==> src/rtl/branch_seq_if.sv <==
// branch_seq_if: control-unit <-> PC-update sequencer signal bundle
interface branch_seq_if #(parameter int CNT_W = 16);
  logic             start;
  logic [5:0]       opcode;
  logic [5:0]       funct;
  logic             Zero;
  logic             Gt;
  logic             busy;
  logic             done;
  logic             illegal;
  logic             branch_taken;
  logic             PCWrite;
  logic             PCWriteCond;
  logic [1:0]       EQorNE;
  logic [1:0]       GTorLT;
  logic [1:0]       PCSource;
  logic             ALUSrcA;
  logic [1:0]       ALUSrcB;
  logic [2:0]       ALUOp;
  logic             link_we;
  logic [CNT_W-1:0] taken_cnt;
  logic [CNT_W-1:0] ntaken_cnt;
  modport master (
    output start, opcode, funct, Zero, Gt,
    input  busy, done, illegal, branch_taken, PCWrite, PCWriteCond, EQorNE, GTorLT,
           PCSource, ALUSrcA, ALUSrcB, ALUOp, link_we, taken_cnt, ntaken_cnt
  );
  modport slave (
    input  start, opcode, funct, Zero, Gt,
    output busy, done, illegal, branch_taken, PCWrite, PCWriteCond, EQorNE, GTorLT,
           PCSource, ALUSrcA, ALUSrcB, ALUOp, link_we, taken_cnt, ntaken_cnt
  );
endinterface

==> src/rtl/branch_seq.sv <==
// branch_seq: multicycle sequencer driving the PC-update path for branches and jumps
module branch_seq #(
  parameter int         CNT_W   = 16,
  parameter logic [2:0] ALU_SUB = 3'b010
) (
  input logic         clk,
  input logic         reset,
  branch_seq_if.slave bus
);
  typedef enum logic [2:0] {IDLE, CMP, RESOLVE, LINK, JUMP, DONE} state_t;
  typedef enum logic [2:0] {K_NONE, K_BEQ, K_BNE, K_BLE, K_BGT, K_J, K_JAL, K_JR} kind_t;
  state_t state, state_n;
  kind_t dec, kind;
  logic accept, ill, taken, taken_q;
  logic [1:0] eq_sel, gt_sel;
  logic [CNT_W-1:0] tcnt, ncnt;
  assign dec = bus.opcode == 6'h04 ? K_BEQ :
               bus.opcode == 6'h05 ? K_BNE :
               bus.opcode == 6'h06 ? K_BLE :
               bus.opcode == 6'h07 ? K_BGT :
               bus.opcode == 6'h02 ? K_J   :
               bus.opcode == 6'h03 ? K_JAL :
               (bus.opcode == 6'h00 && bus.funct == 6'h08) ? K_JR : K_NONE;
  assign accept = state == IDLE && bus.start;
  always_comb begin
    state_n = state;
    case (state)
      IDLE:    state_n = !accept || dec == K_NONE ? IDLE :
                         dec == K_JAL ? LINK :
                         (dec == K_J || dec == K_JR) ? JUMP : CMP;
      CMP:     state_n = RESOLVE;
      RESOLVE: state_n = DONE;
      LINK:    state_n = JUMP;
      JUMP:    state_n = DONE;
      default: state_n = IDLE;
    endcase
  end
  // Selectors are only live in RESOLVE so the PC can never be written conditionally elsewhere
  assign eq_sel = state != RESOLVE ? 2'd0 : kind == K_BEQ ? 2'd2 : kind == K_BNE ? 2'd1 : 2'd0;
  assign gt_sel = state != RESOLVE ? 2'd0 : kind == K_BGT ? 2'd2 : kind == K_BLE ? 2'd1 : 2'd0;
  assign taken  = (eq_sel == 2'd2 && bus.Zero) || (eq_sel == 2'd1 && !bus.Zero) ||
                  (gt_sel == 2'd2 && bus.Gt)   || (gt_sel == 2'd1 && !bus.Gt);
  assign bus.busy         = state != IDLE;
  assign bus.done         = state == DONE;
  assign bus.illegal      = ill;
  assign bus.branch_taken = taken_q;
  assign bus.PCWrite      = state == JUMP;
  assign bus.PCWriteCond  = state == RESOLVE;
  assign bus.EQorNE       = eq_sel;
  assign bus.GTorLT       = gt_sel;
  assign bus.PCSource     = state == RESOLVE ? 2'd1 : state != JUMP ? 2'd0 : kind == K_JR ? 2'd3 : 2'd2;
  assign bus.ALUSrcA      = state == CMP || state == RESOLVE;
  assign bus.ALUSrcB      = 2'd0;
  assign bus.ALUOp        = (state == CMP || state == RESOLVE) ? ALU_SUB : 3'd0;
  assign bus.link_we      = state == LINK;
  assign bus.taken_cnt    = tcnt;
  assign bus.ntaken_cnt   = ncnt;
  always_ff @(posedge clk or negedge reset) begin
    if (!reset) begin
      state   <= IDLE;
      kind    <= K_NONE;
      ill     <= 1'b0;
      taken_q <= 1'b0;
      tcnt    <= '0;
      ncnt    <= '0;
    end else begin
      state <= state_n;
      ill   <= accept && dec == K_NONE;
      if (accept) kind <= dec;
      if (state == JUMP) taken_q <= 1'b1;
      if (state == RESOLVE) begin
        taken_q <= taken;
        if (taken) tcnt <= tcnt + CNT_W'(tcnt != '1);
        else       ncnt <= ncnt + CNT_W'(ncnt != '1);
      end
    end
  end
endmodule

==> src/flat_wrapper.sv <==
// flat-port wrapper written by rule: the top's interface ports become plain ports
module branch_seq_flat 
#(
  parameter int         CNT_W   = 16,
  parameter logic [2:0] ALU_SUB = 3'b010
)
  (clk, reset, bus_start, bus_opcode, bus_funct, bus_Zero, bus_Gt, bus_busy, bus_done, bus_illegal, bus_branch_taken, bus_PCWrite, bus_PCWriteCond, bus_EQorNE, bus_GTorLT, bus_PCSource, bus_ALUSrcA, bus_ALUSrcB, bus_ALUOp, bus_link_we, bus_taken_cnt, bus_ntaken_cnt);
  branch_seq_if #(.CNT_W(CNT_W)) bus_i ();
  input logic clk;
  input logic reset;
  input wire logic [$bits(bus_i.start)-1:0] bus_start;
  input wire logic [$bits(bus_i.opcode)-1:0] bus_opcode;
  input wire logic [$bits(bus_i.funct)-1:0] bus_funct;
  input wire logic [$bits(bus_i.Zero)-1:0] bus_Zero;
  input wire logic [$bits(bus_i.Gt)-1:0] bus_Gt;
  output wire logic [$bits(bus_i.busy)-1:0] bus_busy;
  output wire logic [$bits(bus_i.done)-1:0] bus_done;
  output wire logic [$bits(bus_i.illegal)-1:0] bus_illegal;
  output wire logic [$bits(bus_i.branch_taken)-1:0] bus_branch_taken;
  output wire logic [$bits(bus_i.PCWrite)-1:0] bus_PCWrite;
  output wire logic [$bits(bus_i.PCWriteCond)-1:0] bus_PCWriteCond;
  output wire logic [$bits(bus_i.EQorNE)-1:0] bus_EQorNE;
  output wire logic [$bits(bus_i.GTorLT)-1:0] bus_GTorLT;
  output wire logic [$bits(bus_i.PCSource)-1:0] bus_PCSource;
  output wire logic [$bits(bus_i.ALUSrcA)-1:0] bus_ALUSrcA;
  output wire logic [$bits(bus_i.ALUSrcB)-1:0] bus_ALUSrcB;
  output wire logic [$bits(bus_i.ALUOp)-1:0] bus_ALUOp;
  output wire logic [$bits(bus_i.link_we)-1:0] bus_link_we;
  output wire logic [$bits(bus_i.taken_cnt)-1:0] bus_taken_cnt;
  output wire logic [$bits(bus_i.ntaken_cnt)-1:0] bus_ntaken_cnt;
  assign bus_i.start = bus_start;
  assign bus_i.opcode = bus_opcode;
  assign bus_i.funct = bus_funct;
  assign bus_i.Zero = bus_Zero;
  assign bus_i.Gt = bus_Gt;
  assign bus_busy = bus_i.busy;
  assign bus_done = bus_i.done;
  assign bus_illegal = bus_i.illegal;
  assign bus_branch_taken = bus_i.branch_taken;
  assign bus_PCWrite = bus_i.PCWrite;
  assign bus_PCWriteCond = bus_i.PCWriteCond;
  assign bus_EQorNE = bus_i.EQorNE;
  assign bus_GTorLT = bus_i.GTorLT;
  assign bus_PCSource = bus_i.PCSource;
  assign bus_ALUSrcA = bus_i.ALUSrcA;
  assign bus_ALUSrcB = bus_i.ALUSrcB;
  assign bus_ALUOp = bus_i.ALUOp;
  assign bus_link_we = bus_i.link_we;
  assign bus_taken_cnt = bus_i.taken_cnt;
  assign bus_ntaken_cnt = bus_i.ntaken_cnt;
  branch_seq #(.CNT_W(CNT_W), .ALU_SUB(ALU_SUB)) u_core (.clk(clk), .reset(reset), .bus(bus_i));
endmodule
==> config.mk <==
export PLATFORM = sky130hd
export DESIGN_NAME = branch_seq_flat
export DESIGN_NICKNAME = d
export VERILOG_FILES = /design/src/rtl/branch_seq_if.sv /design/src/rtl/branch_seq.sv /design/src/flat_wrapper.sv
export SDC_FILE = /design/constraint.sdc
export NUM_CORES = 1
export LEC_CHECK = 0
export BUFFER_PORTS_ARGS = -buffer_cell sky130_fd_sc_hd__buf_2
export CAP_MARGIN = 5
export CORE_MARGIN = 4
export CORE_UTILIZATION = 46
export CTS_CLUSTER_SIZE = 20
export DETAILED_ROUTE_END_ITERATION = 7
export GPL_TIMING_DRIVEN = 0
export PLACE_DENSITY = 0.76
export SLEW_MARGIN = 10
export SYNTH_ARGS = -nofsm -noshare
export SYNTH_HDL_FRONTEND = slang
export SYNTH_SLANG_ARGS = --single-unit
export TNS_END_PERCENT = 50
==> constraint.sdc <==
create_clock -name clk -period 1.9 [get_ports clk]
set_input_delay 0.285 -clock clk [delete_from_list [all_inputs] [get_ports clk]]
set_output_delay 0.285 -clock clk [all_outputs]
set_load 0.05 [all_outputs]
==> results.json <==
{
  "status": "finished with violations",
  "violations": "negative setup slack",
  "drt_first_iter_violations": 179,
  "rsz0062_at_grt": "yes",
  "die_h_um": 76.82,
  "ir_drop_mv": 1.116,
  "ys_ff_latch": 40,
  "avgViaCountPerCell": 5.597,
  "die_area_um2": 5901,
  "clk_path_buf_depth": 2,
  "power_mw": 3.900,
  "fillCellCount": 279,
  "reg2reg_slack_ns": -0.22,
  "async_flop_share_pct": 100.0,
  "cts-buffers-inserted": 5,
  "layout-drive-gt1-share_pct": 61.85,
  "place.gp.congestion": 0.8417,
  "first_pass_iters": 4,
  "cts_max_level": 2,
  "final_util_pct": 76.20,
  "fin_ws_ns": -0.2174,
  "finalWirelength_mm": 6.416,
  "timing.rr.end": "u_core.state[1]",
  "fmax_mhz": 472.3,
  "maxCapViolCount": 0,
  "grt-ovfl-total": 0,
  "synth-edff-count": 0,
  "core_area_um2": 4474,
  "cts-root-buf": "clkbuf_8",
  "ant_nets": 0,
  "fin_crit_ns": 2.117,
  "grt_max_degree": 41,
  "fin_crit_sh_pct": 111.4,
  "drv_slew": 0,
  "worst-r2r-cell-count": 5,
  "fin_nets": 345,
  "clock_sinks": 40,
  "worstMarginPinSlew_ns": 0.8963,
  "syn_to_final_growth_pct": 56.52,
  "num_rows": 24,
  "clk_latency_ns": 0.30,
  "grt_pass1_wl_mm": 9.591,
  "dpl.hpwl_mm": 3.681,
  "io_buffers": 62,
  "holdWs_ns": 0.1069,
  "setup_tns_ns": -2.443,
  "critical_path_required_ns": 2.13,
  "initial_core_util_pct": 48.69,
  "reg2reg_from": "u_core.state[2]",
  "syn_inst": 218,
  "synth_flop_cell": "dfrtp_1",
  "synth.distinct_cells": 42,
  "drc": 0,
  "routedWlPerCell_um": 17.02,
  "io-pin-count": 68,
  "fp.dieW_um": 76.82,
  "yosys_warnings": 0,
  "cp-end-kind": "flip-flop",
  "syn_avg_cell_area_um2": 9.992,
  "grt_util_all_layers_pct": 20.03,
  "maxSlewHeadroom_pct": 40.25,
  "cts_tree": "yes",
  "seq_area_frac_synth_pct": 45.95,
  "clk_pin_slew_ns": 0.08,
  "skew_ns": 0.009252,
  "cp.arrival_ns": 2.34,
  "first_global_vias": 2025,
  "power_leakage_nw": 1.527,
  "vias": 2110,
  "hold_path.class": "in -> async",
  "antenna_cells": 0,
  "finalHoldViolCount": 0,
  "ctsHoldBuffers": 0,
  "antenna_found_initial": 0,
  "setup_viol": 21,
  "critical_path.startpoint_type": "flip-flop",
  "crit_fanout": 3,
  "path_class": "reg -> reg",
  "p_per_area_nw_per_um2": 1144,
  "synthesis.area_um2": 2178
}
-- synth_stat cells, drive strengths merged (2+ instances only) --
library cell | number | area (um2)
a21o | 2 | 15.01
clkbuf | 7 | 26.28
buf | 9 | 62.56
nand2 | 14 | 52.55
or3 | 2 | 12.51
nor3 | 13 | 65.06
a21oi | 6 | 30.03
nand4 | 10 | 62.56
o31a | 2 | 17.52
o21ai | 4 | 20.02
mux2 | 5 | 56.30
nand4bb | 2 | 22.52
nor4 | 13 | 81.33
inv | 5 | 18.76
nor2 | 7 | 26.28
dfrtp | 40 | 1001
and3 | 6 | 37.54
nand3 | 15 | 75.07
xor2 | 21 | 183.9
nor4b | 4 | 35.03
or4 | 3 | 26.27
ha | 4 | 50.05
and4 | 3 | 26.28
xnor2 | 8 | 70.07
-- placed cells by master, fill, tap and decap left out, drive strengths merged, types with 3 or more instances in the layout --
cell	netlist	layout
xor2	21	21
nor4b	4	4
clkbuf	7	8
ha	4	4
nor2	7	7
xnor2	8	8
buf	9	110
nand2	14	14
nor4	13	13
dfrtp	40	40
or4	3	3
o21ai	4	4
conb	1	4
a21oi	6	6
nand3	15	15
and4	3	3
inv	5	5
and3	6	6
nand4	10	10
nor3	13	13
mux2	5	5
-- worst max-delay path by stage --
stage	from	to	slack (ns)	cells after the start
CTS	u_core.state[0]	bus_GTorLT[1]	-0.30	6
detailed placement	u_core.kind[1]	u_core.bus.taken_cnt[6]	-0.44	6
global route	u_core.bus.ntaken_cnt[1]	u_core.bus.ntaken_cnt[14]	-0.32	8
global placement	u_core.kind[0]	u_core.bus.taken_cnt[4]	-0.37	6
floorplan	u_core.bus.ntaken_cnt[6]	u_core.bus.ntaken_cnt[12]	-0.27	8
finish	u_core.state[2]	u_core.state[1]	-0.22	5
-- cells by family (layout without fill, tap and decap cells) --
kind of cell	after synthesis	count (layout)	synth area share, %
multiplexers	6	6	3.044
buffers and inverters	21	125	4.940
adder cells (fa/ha/maj)	4	4	2.298
AND/OR/NAND/NOR	98	98	26.25
other	1	4	0.1721
AO/OA/AOI/OAI	19	19	5.687
XOR/XNOR	29	29	11.66
flip-flops	40	40	45.95
-- metrics by stage --
stage          instance area (um2)  setup WS, ns  std cells
4_1_cts                       3159       -0.3005        357
2_1_floorplan                 2371       -0.2685        221
3_5_place_dp                  2746       -0.4376        335
5_1_grt                       3410       -0.3202        377
6_report                      3410       -0.2174        377
3_3_place_gp                  2746       -0.3722        335
-- area by class of cell --
cell class                      instances  area [um2]  area share, %
Clock buffer                            6       72.57          2.128
Clock inverter                          2       12.51         0.3670
Sequential cell                        40        1039          30.46
Timing Repair Buffer                  101       683.2          20.04
Inverter                                5       26.28         0.7706
Multi-Input combinational cell        160        1409          41.32
Buffer                                 11       102.6          3.009
Tap cell                               52       65.06          1.908
-- state kept, by name, indices dropped and copies added (netlist names) --
name	cells
u_core.state	3
u_core.bus.taken_cnt	16
u_core.bus.ntaken_cnt	16
u_core.bus.branch_taken	1
u_core.kind	3
u_core.bus.illegal	1
-- per-layer routing --
layer | wire, um | track usage, %
met4 | 139 | 7.971
met5 | 0 | 0
met3 | 331 | 5.035
met2 | 3275 | 33.10
met1 | 2670 | 25.00
-- timing repair --
| action | in CTS | in global routing |
|---|---|---|
| setup endpoints to repair | 40 | 43 |
| pin swaps | 12 | 12 |
| setup buffers | 17 | 23 |
| gates resized for setup | 56 | 28 |
| hold endpoints to repair | 0 | 0 |
-- where the power goes --
group	internal [mW]	total [mW]	switching (mW)	leakage (nW)
Combinational	0.839	2.14	1.31	1.03
Sequential	0.991	1.20	0.210	0.454
Clock	0.257	0.555	0.299	0.0412
Total	2.09	3.90	1.81	1.53
-- critical path: stages (launching register included) --
cell and delay, ns:
dfrtp_1 0.40, buf_4 0.14, or4b_4 0.50, or4_4 0.43
or4_4 0.43, a21oi_2 0.15
Note: power is estimated with default switching activity, not from simulation.
